$ cat config.mk
export PLATFORM = sky130hd
export DESIGN_NAME = avmm_wr_burst_arbiter
export DESIGN_NICKNAME = d
export VERILOG_FILES = /design/src/rtl/dc_bsp_pkg.sv /design/src/rtl/avmm_wr_ack_order_fifo.sv /design/src/rtl/avmm_wr_burst_arbiter.sv
export SDC_FILE = /design/constraint.sdc
export NUM_CORES = 1
export LEC_CHECK = 0
export CAP_MARGIN = 10
export CORE_AREA = 5 5 712 714
export DETAILED_ROUTE_END_ITERATION = 12
export DIE_AREA = 0 0 717 719
export PLACE_DENSITY = 0.3
export SKIP_CTS_REPAIR_TIMING = 1
export SLEW_MARGIN = 10
export SYNTH_ARGS = -nofsm -noshare
export SYNTH_HDL_FRONTEND = slang
export SYNTH_SLANG_ARGS = --single-unit
export TNS_END_PERCENT = 30
$ cat constraint.sdc
create_clock -name clk -period 6.15 [get_ports clk]
set_input_delay 0.9225 -clock clk [delete_from_list [all_inputs] [get_ports clk]]
set_output_delay 0.9225 -clock clk [all_outputs]
set_load 0.03 [all_outputs]
$ cat src/rtl/dc_bsp_pkg.sv
`default_nettype none
// ============================================================================
// Module      : dc_bsp_pkg
// Description : Shared local-memory widths and write-arbitration types.
// Revision    : 1.0 - initial release
// ============================================================================
package dc_bsp_pkg;

    localparam int LOCAL_MEM_ADDR_WIDTH      = 27;
    localparam int LOCAL_MEM_DATA_WIDTH      = 512;
    localparam int LOCAL_MEM_BURST_CNT_WIDTH = 7;

    typedef enum logic {
        REQ_KERNEL = 1'b0,
        REQ_DMA    = 1'b1
    } wr_req_id_t;

    typedef struct packed {
        wr_req_id_t                             id;
        logic [LOCAL_MEM_BURST_CNT_WIDTH-1:0]   burstcnt;
    } wr_ack_ord_t;

    typedef enum logic {
        ST_IDLE  = 1'b0,
        ST_BURST = 1'b1
    } wr_arb_state_t;

    function automatic wr_req_id_t other_req(input wr_req_id_t id);
        return (id == REQ_KERNEL) ? REQ_DMA : REQ_KERNEL;
    endfunction

endpackage
`default_nettype wire

$ cat src/rtl/avmm_wr_ack_order_fifo.sv
`default_nettype none
// ============================================================================
// Module      : avmm_wr_ack_order_fifo
// Description : Show-ahead FIFO holding owner/length of each issued burst.
// Revision    : 1.0 - initial release
// ============================================================================
module avmm_wr_ack_order_fifo
    import dc_bsp_pkg::*;
#(
    parameter int DEPTH = 64
)
(
    input  logic        clk,
    input  logic        reset,
    input  logic        push,
    input  logic        pop,
    input  wr_ack_ord_t din,
    output wr_ack_ord_t dout,
    output logic        full,
    output logic        empty
);

    localparam int               c_PTR_W    = (DEPTH > 1) ? $clog2(DEPTH) : 1;
    localparam logic [c_PTR_W:0] c_FULL_CNT = DEPTH[c_PTR_W:0];

    wr_ack_ord_t          r_mem [DEPTH];
    logic [c_PTR_W-1:0]   r_wr_ptr;
    logic [c_PTR_W-1:0]   r_rd_ptr;
    logic [c_PTR_W:0]     r_count;
    logic                 r_full;
    logic                 r_empty;
    logic                 w_push_ok;
    logic                 w_pop_ok;
    logic [c_PTR_W:0]     w_count_nxt;

    assign w_push_ok = push & ~r_full;
    assign w_pop_ok  = pop & ~r_empty;

    always_comb begin
        w_count_nxt = r_count;
        case ({w_push_ok, w_pop_ok})
            2'b10:   w_count_nxt = r_count + 1'b1;
            2'b01:   w_count_nxt = r_count - 1'b1;
            default: w_count_nxt = r_count;
        endcase
    end

    always_ff @(posedge clk) begin
        if (reset) begin
            r_wr_ptr <= '0;
            r_rd_ptr <= '0;
            r_count  <= '0;
            r_full   <= 1'b0;
            r_empty  <= 1'b1;
        end else begin
            if (w_push_ok) r_wr_ptr <= r_wr_ptr + 1'b1;
            if (w_pop_ok)  r_rd_ptr <= r_rd_ptr + 1'b1;
            r_count <= w_count_nxt;
            // Flags are registered, so a pop only frees a slot for the next cycle.
            r_full  <= (w_count_nxt == c_FULL_CNT);
            r_empty <= (w_count_nxt == '0);
        end
    end

    always_ff @(posedge clk) begin
        if (w_push_ok) r_mem[r_wr_ptr] <= din;
    end

    assign dout  = r_mem[r_rd_ptr];
    assign full  = r_full;
    assign empty = r_empty;

endmodule
`default_nettype wire

$ cat src/rtl/avmm_wr_burst_arbiter.sv
`default_nettype none
// ============================================================================
// Module      : avmm_wr_burst_arbiter
// Description : Burst-locked kernel/DMA write arbiter with in-order ack steering.
// Revision    : 1.0 - initial release
// ============================================================================
module avmm_wr_burst_arbiter
    import dc_bsp_pkg::*;
#(
    parameter int AVMM_ADDR_WIDTH     = LOCAL_MEM_ADDR_WIDTH,
    parameter int AVMM_DATA_WIDTH     = LOCAL_MEM_DATA_WIDTH,
    parameter int AVMM_BURSTCNT_WIDTH = LOCAL_MEM_BURST_CNT_WIDTH,
    parameter int ACK_FIFO_DEPTH      = 64
)
(
    input  logic                           clk,
    input  logic                           reset,

    input  logic                           r0_wr,
    input  logic [AVMM_BURSTCNT_WIDTH-1:0] r0_burstcnt,
    input  logic [AVMM_ADDR_WIDTH-1:0]     r0_address,
    input  logic [AVMM_DATA_WIDTH-1:0]     r0_writedata,
    input  logic [AVMM_DATA_WIDTH/8-1:0]   r0_byteenable,
    output logic                           r0_waitreq,
    output logic                           r0_wr_ack,
    output logic [AVMM_BURSTCNT_WIDTH-1:0] r0_wr_ack_burstcnt,

    input  logic                           r1_wr,
    input  logic [AVMM_BURSTCNT_WIDTH-1:0] r1_burstcnt,
    input  logic [AVMM_ADDR_WIDTH-1:0]     r1_address,
    input  logic [AVMM_DATA_WIDTH-1:0]     r1_writedata,
    input  logic [AVMM_DATA_WIDTH/8-1:0]   r1_byteenable,
    output logic                           r1_waitreq,
    output logic                           r1_wr_ack,
    output logic [AVMM_BURSTCNT_WIDTH-1:0] r1_wr_ack_burstcnt,

    output logic                           emif_wr,
    output logic [AVMM_BURSTCNT_WIDTH-1:0] emif_burstcnt,
    output logic [AVMM_ADDR_WIDTH-1:0]     emif_address,
    output logic [AVMM_DATA_WIDTH-1:0]     emif_writedata,
    output logic [AVMM_DATA_WIDTH/8-1:0]   emif_byteenable,
    input  logic                           emif_waitreq,
    input  logic                           emif_wr_ack,

    output logic                           ack_err
);

    wr_arb_state_t                  r_state;
    wr_arb_state_t                  w_state_nxt;
    wr_req_id_t                     r_last_grant;
    logic [AVMM_BURSTCNT_WIDTH-1:0] r_beats_left;
    logic [AVMM_BURSTCNT_WIDTH-1:0] w_beats_left_nxt;

    logic                           w_grant_vld;
    wr_req_id_t                     w_grant_id;
    logic                           w_sel_r1;
    logic                           w_accept;
    logic                           w_push;
    logic                           w_pop;
    logic [AVMM_BURSTCNT_WIDTH-1:0] w_burst_len;

    wr_ack_ord_t                    w_fifo_din;
    wr_ack_ord_t                    w_fifo_dout;
    logic                           w_fifo_full;
    logic                           w_fifo_empty;

    logic                           r_r0_ack;
    logic                           r_r1_ack;
    logic [AVMM_BURSTCNT_WIDTH-1:0] r_r0_ack_cnt;
    logic [AVMM_BURSTCNT_WIDTH-1:0] r_r1_ack_cnt;
    logic                           r_ack_err;

    // Grant selection; a full order FIFO blocks new bursts but never an in-flight one.
    always_comb begin
        w_grant_vld = 1'b0;
        w_grant_id  = r_last_grant;
        case (r_state)
            ST_IDLE: begin
                if (!w_fifo_full) begin
                    if (r0_wr && r1_wr) begin
                        w_grant_vld = 1'b1;
                        w_grant_id  = other_req(r_last_grant);
                    end else if (r0_wr) begin
                        w_grant_vld = 1'b1;
                        w_grant_id  = REQ_KERNEL;
                    end else if (r1_wr) begin
                        w_grant_vld = 1'b1;
                        w_grant_id  = REQ_DMA;
                    end
                end
            end
            ST_BURST: begin
                w_grant_vld = 1'b1;
                w_grant_id  = r_last_grant;
            end
            default: begin
                w_grant_vld = 1'b0;
            end
        endcase
        if (reset) w_grant_vld = 1'b0;
    end

    assign w_sel_r1        = (w_grant_id == REQ_DMA);
    assign emif_wr         = w_grant_vld & (w_sel_r1 ? r1_wr : r0_wr);
    assign emif_burstcnt   = w_sel_r1 ? r1_burstcnt   : r0_burstcnt;
    assign emif_address    = w_sel_r1 ? r1_address    : r0_address;
    assign emif_writedata  = w_sel_r1 ? r1_writedata  : r0_writedata;
    assign emif_byteenable = w_sel_r1 ? r1_byteenable : r0_byteenable;

    assign r0_waitreq = ~(w_grant_vld & ~w_sel_r1) | emif_waitreq;
    assign r1_waitreq = ~(w_grant_vld &  w_sel_r1) | emif_waitreq;

    assign w_accept    = emif_wr & ~emif_waitreq;
    assign w_push      = w_accept & (r_state == ST_IDLE);
    assign w_burst_len = (emif_burstcnt == '0) ? AVMM_BURSTCNT_WIDTH'(1) : emif_burstcnt;
    assign w_pop       = emif_wr_ack & ~w_fifo_empty;

    always_comb begin
        w_state_nxt      = r_state;
        w_beats_left_nxt = r_beats_left;
        case (r_state)
            ST_IDLE: begin
                if (w_push && (w_burst_len > AVMM_BURSTCNT_WIDTH'(1))) begin
                    w_state_nxt      = ST_BURST;
                    w_beats_left_nxt = w_burst_len - 1'b1;
                end
            end
            ST_BURST: begin
                if (w_accept) begin
                    w_beats_left_nxt = r_beats_left - 1'b1;
                    if (r_beats_left <= AVMM_BURSTCNT_WIDTH'(1)) begin
                        w_state_nxt      = ST_IDLE;
                        w_beats_left_nxt = '0;
                    end
                end
            end
            default: begin
                w_state_nxt      = ST_IDLE;
                w_beats_left_nxt = '0;
            end
        endcase
    end

    always_ff @(posedge clk) begin
        if (reset) begin
            r_state      <= ST_IDLE;
            r_beats_left <= '0;
            r_last_grant <= REQ_DMA;
        end else begin
            r_state      <= w_state_nxt;
            r_beats_left <= w_beats_left_nxt;
            if (w_push) r_last_grant <= w_grant_id;
        end
    end

    assign w_fifo_din = '{id: w_grant_id, burstcnt: LOCAL_MEM_BURST_CNT_WIDTH'(w_burst_len)};

    avmm_wr_ack_order_fifo #(
        .DEPTH (ACK_FIFO_DEPTH)
    ) u_ack_fifo (
        .clk   (clk),
        .reset (reset),
        .push  (w_push),
        .pop   (w_pop),
        .din   (w_fifo_din),
        .dout  (w_fifo_dout),
        .full  (w_fifo_full),
        .empty (w_fifo_empty)
    );

    // Ack steering: the FIFO head names the owner of the oldest outstanding burst.
    always_ff @(posedge clk) begin
        if (reset) begin
            r_r0_ack     <= 1'b0;
            r_r1_ack     <= 1'b0;
            r_r0_ack_cnt <= '0;
            r_r1_ack_cnt <= '0;
            r_ack_err    <= 1'b0;
        end else begin
            r_r0_ack     <= w_pop & (w_fifo_dout.id == REQ_KERNEL);
            r_r1_ack     <= w_pop & (w_fifo_dout.id == REQ_DMA);
            r_r0_ack_cnt <= (w_pop && (w_fifo_dout.id == REQ_KERNEL))
                            ? AVMM_BURSTCNT_WIDTH'(w_fifo_dout.burstcnt) : '0;
            r_r1_ack_cnt <= (w_pop && (w_fifo_dout.id == REQ_DMA))
                            ? AVMM_BURSTCNT_WIDTH'(w_fifo_dout.burstcnt) : '0;
            if (emif_wr_ack && w_fifo_empty) r_ack_err <= 1'b1;
        end
    end

    always_ff @(posedge clk) begin
        if (!reset && w_push) begin
            assert (emif_burstcnt != '0)
                else $error("avmm_wr_burst_arbiter: zero burstcount on first beat");
        end
    end

    assign r0_wr_ack          = r_r0_ack;
    assign r1_wr_ack          = r_r1_ack;
    assign r0_wr_ack_burstcnt = r_r0_ack_cnt;
    assign r1_wr_ack_burstcnt = r_r1_ack_cnt;
    assign ack_err            = r_ack_err;

endmodule
`default_nettype wire

==> out/qor.txt <==
Worst-Skew Late Latency - 610 ps
ys flop type - edfxtp_1
via count of the first global-routing pass - 35,200
Post-Syn Area per Cell - 9.39 µm²
setup TNS - 0 ps
HP Class - reg2reg
Worst Slack Setup Final - 556 ps
delay-heaviest family, CP - buffers and inverters
status - complete, no violations
first-pass GRT wire length - 602 mm
max_slew headroom - 22.9%
Yosys top cell area share - 50.8%
largest area contributor in the netlist - edfxtp_1
DR WL/cell - 43.2 µm
port bufs - 1,855
placed wire-length estimate - 479 mm
root buffer cell - clkbuf_16
top area cells in the synthesized netlist - edfxtp_1 (51%), nand2_1 (23%), mux4_2 (10%)
Initial Util - 6.06%
layout net count - 6,270
Final Hold Vio Count - 0
RSZ-0062 raised after global routing - false
#FFs+latches synth - 565
Die Width - 717 µm
measured slew at the worst slew-check pin - 1150 ps
FMAX - 179 MHz
max-slew violations - 0
critical path required time - 5230 ps
die area - 516,000 µm²
WP data arrival - 4670 ps
layout cells sized above 1 - 13.9%
GP Congestion - 1.08
endpoints failing setup - 0
internal power - 10.1 mW
sequential share of power - 24.6%
Clk network pwr share - 21.5%
register area share after synthesis - 54.3%
ANT nets after route - 0
worst IR drop on VDD - 0.151 mV
Comb power frac - 53.9%
multi-input logic area - 12,900 µm²
initial drt markers - 3,490
H-Tree Level Count - 3
slowest CP cell - clkdlybuf4s50_1
DR vias/cell - 2.96
gr usage total - 19.5%
CTS tree - yes
Leak - 22.3 nW
Clock Sinks - 565
worst-path fanout max - 41
FF+latch area - 16,400 µm²
via count - 35,900
critical path's largest stage delay - 850 ps
final worst path period share - 91.0%
Clock Skews - 21.0 ps
Post-synth ARST share - 0%
CTS clk-pin slew, worst paths - 50 ps
initial antenna violation count - 522
critical setup path kind - in2out
WL final - 523 mm
Net Sw Power - 8.20 mW
Num CTS Buffers - 70
Longest Clk Path Bufs - 3
Post-synth EDFFs - 512
height of the die - 719 µm
Initial DRT Pass Iterations - 7
crit path launch type - input port
post-route minimum period - 5590 ps
synthesis warning total - 0
crit path capture type - output port
worst path cell trace - clkdlybuf4s50_1 -> nor3b_2 -> mux2i_4 -> inv_8 -> buf_12 -> buf_12 -> nand2_1 -> nand2_1 -> clkdlybuf4s50_1
Ports - 1,856
fill count - 57,400
max-cap viol count - 0
core area - 500,000 µm²
grt total ovfl - 0
Distinct cells, synth - 65
Power Density - 293 nW/µm²
Critical path buffers and inverters - 5
row count - 260
synthesis-to-finish area growth - 106%
pre-CTS setup slack - 361 ps
Syn Nets - 4,462
pin count of the biggest net entering global routing - 92
Post-Syn Area - 30,300 µm²
Syn Inst Count - 3,227
sw frac - 44.8%
Residual DRC - 0
[placed cells by master, fill, tap and decap left out, types with 13 or more instances in the layout]
master	instances
nand2_1	1879
mux2i_1	39
diode_2	337
edfxtp_1	512
mux4_2	134
mux2_2	17
nand3_1	16
nand4_1	17
clkdlybuf4s50_1	1503
o21ai_0	21
a21oi_1	48
clkbuf_1	14
nor2_1	117
clkinv_1	13
buf_4	170
clkbuf_16	71
buf_12	269
dfxtp_1	49
[tightest hold or removal path: stages (launching register included)]
cell and delay [ps]:
dfxtp_1 330, a21oi_1 40, nor2_1 70
[stage by stage]
step / instances / hold WS (ps) / utilization [%] / cell area [µm²] / total power, mW
finish: 12100 / 481 / 12.5 / 62500 / 18.3
global route: 12000 / 517 / 12.5 / 62300 / 19.1
CTS: 11800 / 483 / 12.3 / 61700 / 18.7
detailed placement: 11600 / 466 / 11.9 / 59500 / 14.7
global placement: 11600 / 464 / 11.9 / 59500 / 14.7
floorplan: 3227 / 459 / - / 30300 / 8.05
[power by group through the flow]
| stage | registers, mW | clock network, mW | logic, mW |
|---|---|---|---|
| finish | 4.50 | 3.94 | 9.88 |
| global route | 4.51 | 4.22 | 10.3 |
| CTS | 4.51 | 4.07 | 10.1 |
| detailed placement | 4.59 | 0 | 10.1 |
| global placement | 4.58 | 0 | 10.1 |
| floorplan | 4.52 | 0 | 3.54 |
[cells by family after synthesis]
kind of cell               count (synthesis)  synth area share, %
DFF                                      565                 54.3
AOI/OAI and AO/OA                        120                 2.60
buffers and inverters                    218                 3.22
xor gates and xnor gates                  20                0.578
adders and majority gates                  9                0.372
muxes                                    191                 12.0
and+or+nand+nor                         2104                 27.0
[routing by layer]
layer  GRT usage [%]  vias to the layer above  share of wire [%]
li1                -                    14900                  -
met1            19.9                    17600                 34
met2            33.9                     2286                 49
met3            10.7                      878                 13
met4            5.88                      196                3.9
met5               0                        -               0.23
[state kept, by name, indices dropped and copies added (netlist names), 6 cells and up, named ones only]
name and cells:
r1_wr_ack_burstcnt 7, u_ack_fifo.r_mem 512, u_ack_fifo.r_rd_ptr 6, u_ack_fifo.r_wr_ptr 6
r_beats_left 7, u_ack_fifo.r_count 7, r0_wr_ack_burstcnt 7
[path summary, 6_finish.rpt]
path	startpoint	endpoint	slack, ps	cells after the start
hold / removal	ack_err	ack_err	480	2
setup reg to reg	r_state	r_beats_left[6]	1910	15
setup / recovery	r1_wr	emif_address[2]	560	9
hold reg to reg	ack_err	ack_err	480	2
[cells in the mapped netlist (2+ instances only)]
master     count
nand2_1     1883
edfxtp_1     512
mux4_2       134
nor2_1       117
clkbuf_1     103
buf_2         78
dfxtp_1       53
a21oi_1       48
mux2i_1       39
o21ai_0       21
mux2_2        17
nand4_1       17
nand3_1       16
buf_4         12
buf_1         11
inv_1         11
xor2_1        11
ha_1           9
nand2b_1       9
nor2b_1        9
nor3_1         9
xnor2_1        9
nand3b_1       8
a221oi_1       7
nor3b_1        7
or3_1          6
o22ai_1        5
a311o_1        4
and2_1         4
a211oi_1       3
a31oi_1        3
a32o_1         3
nor4_1         3
nor4b_1        3
o211ai_1       3
o21a_1         3
o311a_1        3
buf_6          2
nand4b_1       2
o22a_1         2
o2bb2ai_1      2
or2_2          2
or3b_2         2
[area by class of cell]
type                    count  share of cell area [%]
multi-input cells        2444                    20.7
clock buffers              86                    2.95
clock inverters            35                   0.530
repair buffers           1942                    34.7
flip-flops and latches    565                    26.3
inverters                  12                  0.0841
well taps                6681                    13.4
diodes                    337                    1.35
No activity file was read; power rests on OpenSTA's default activity.
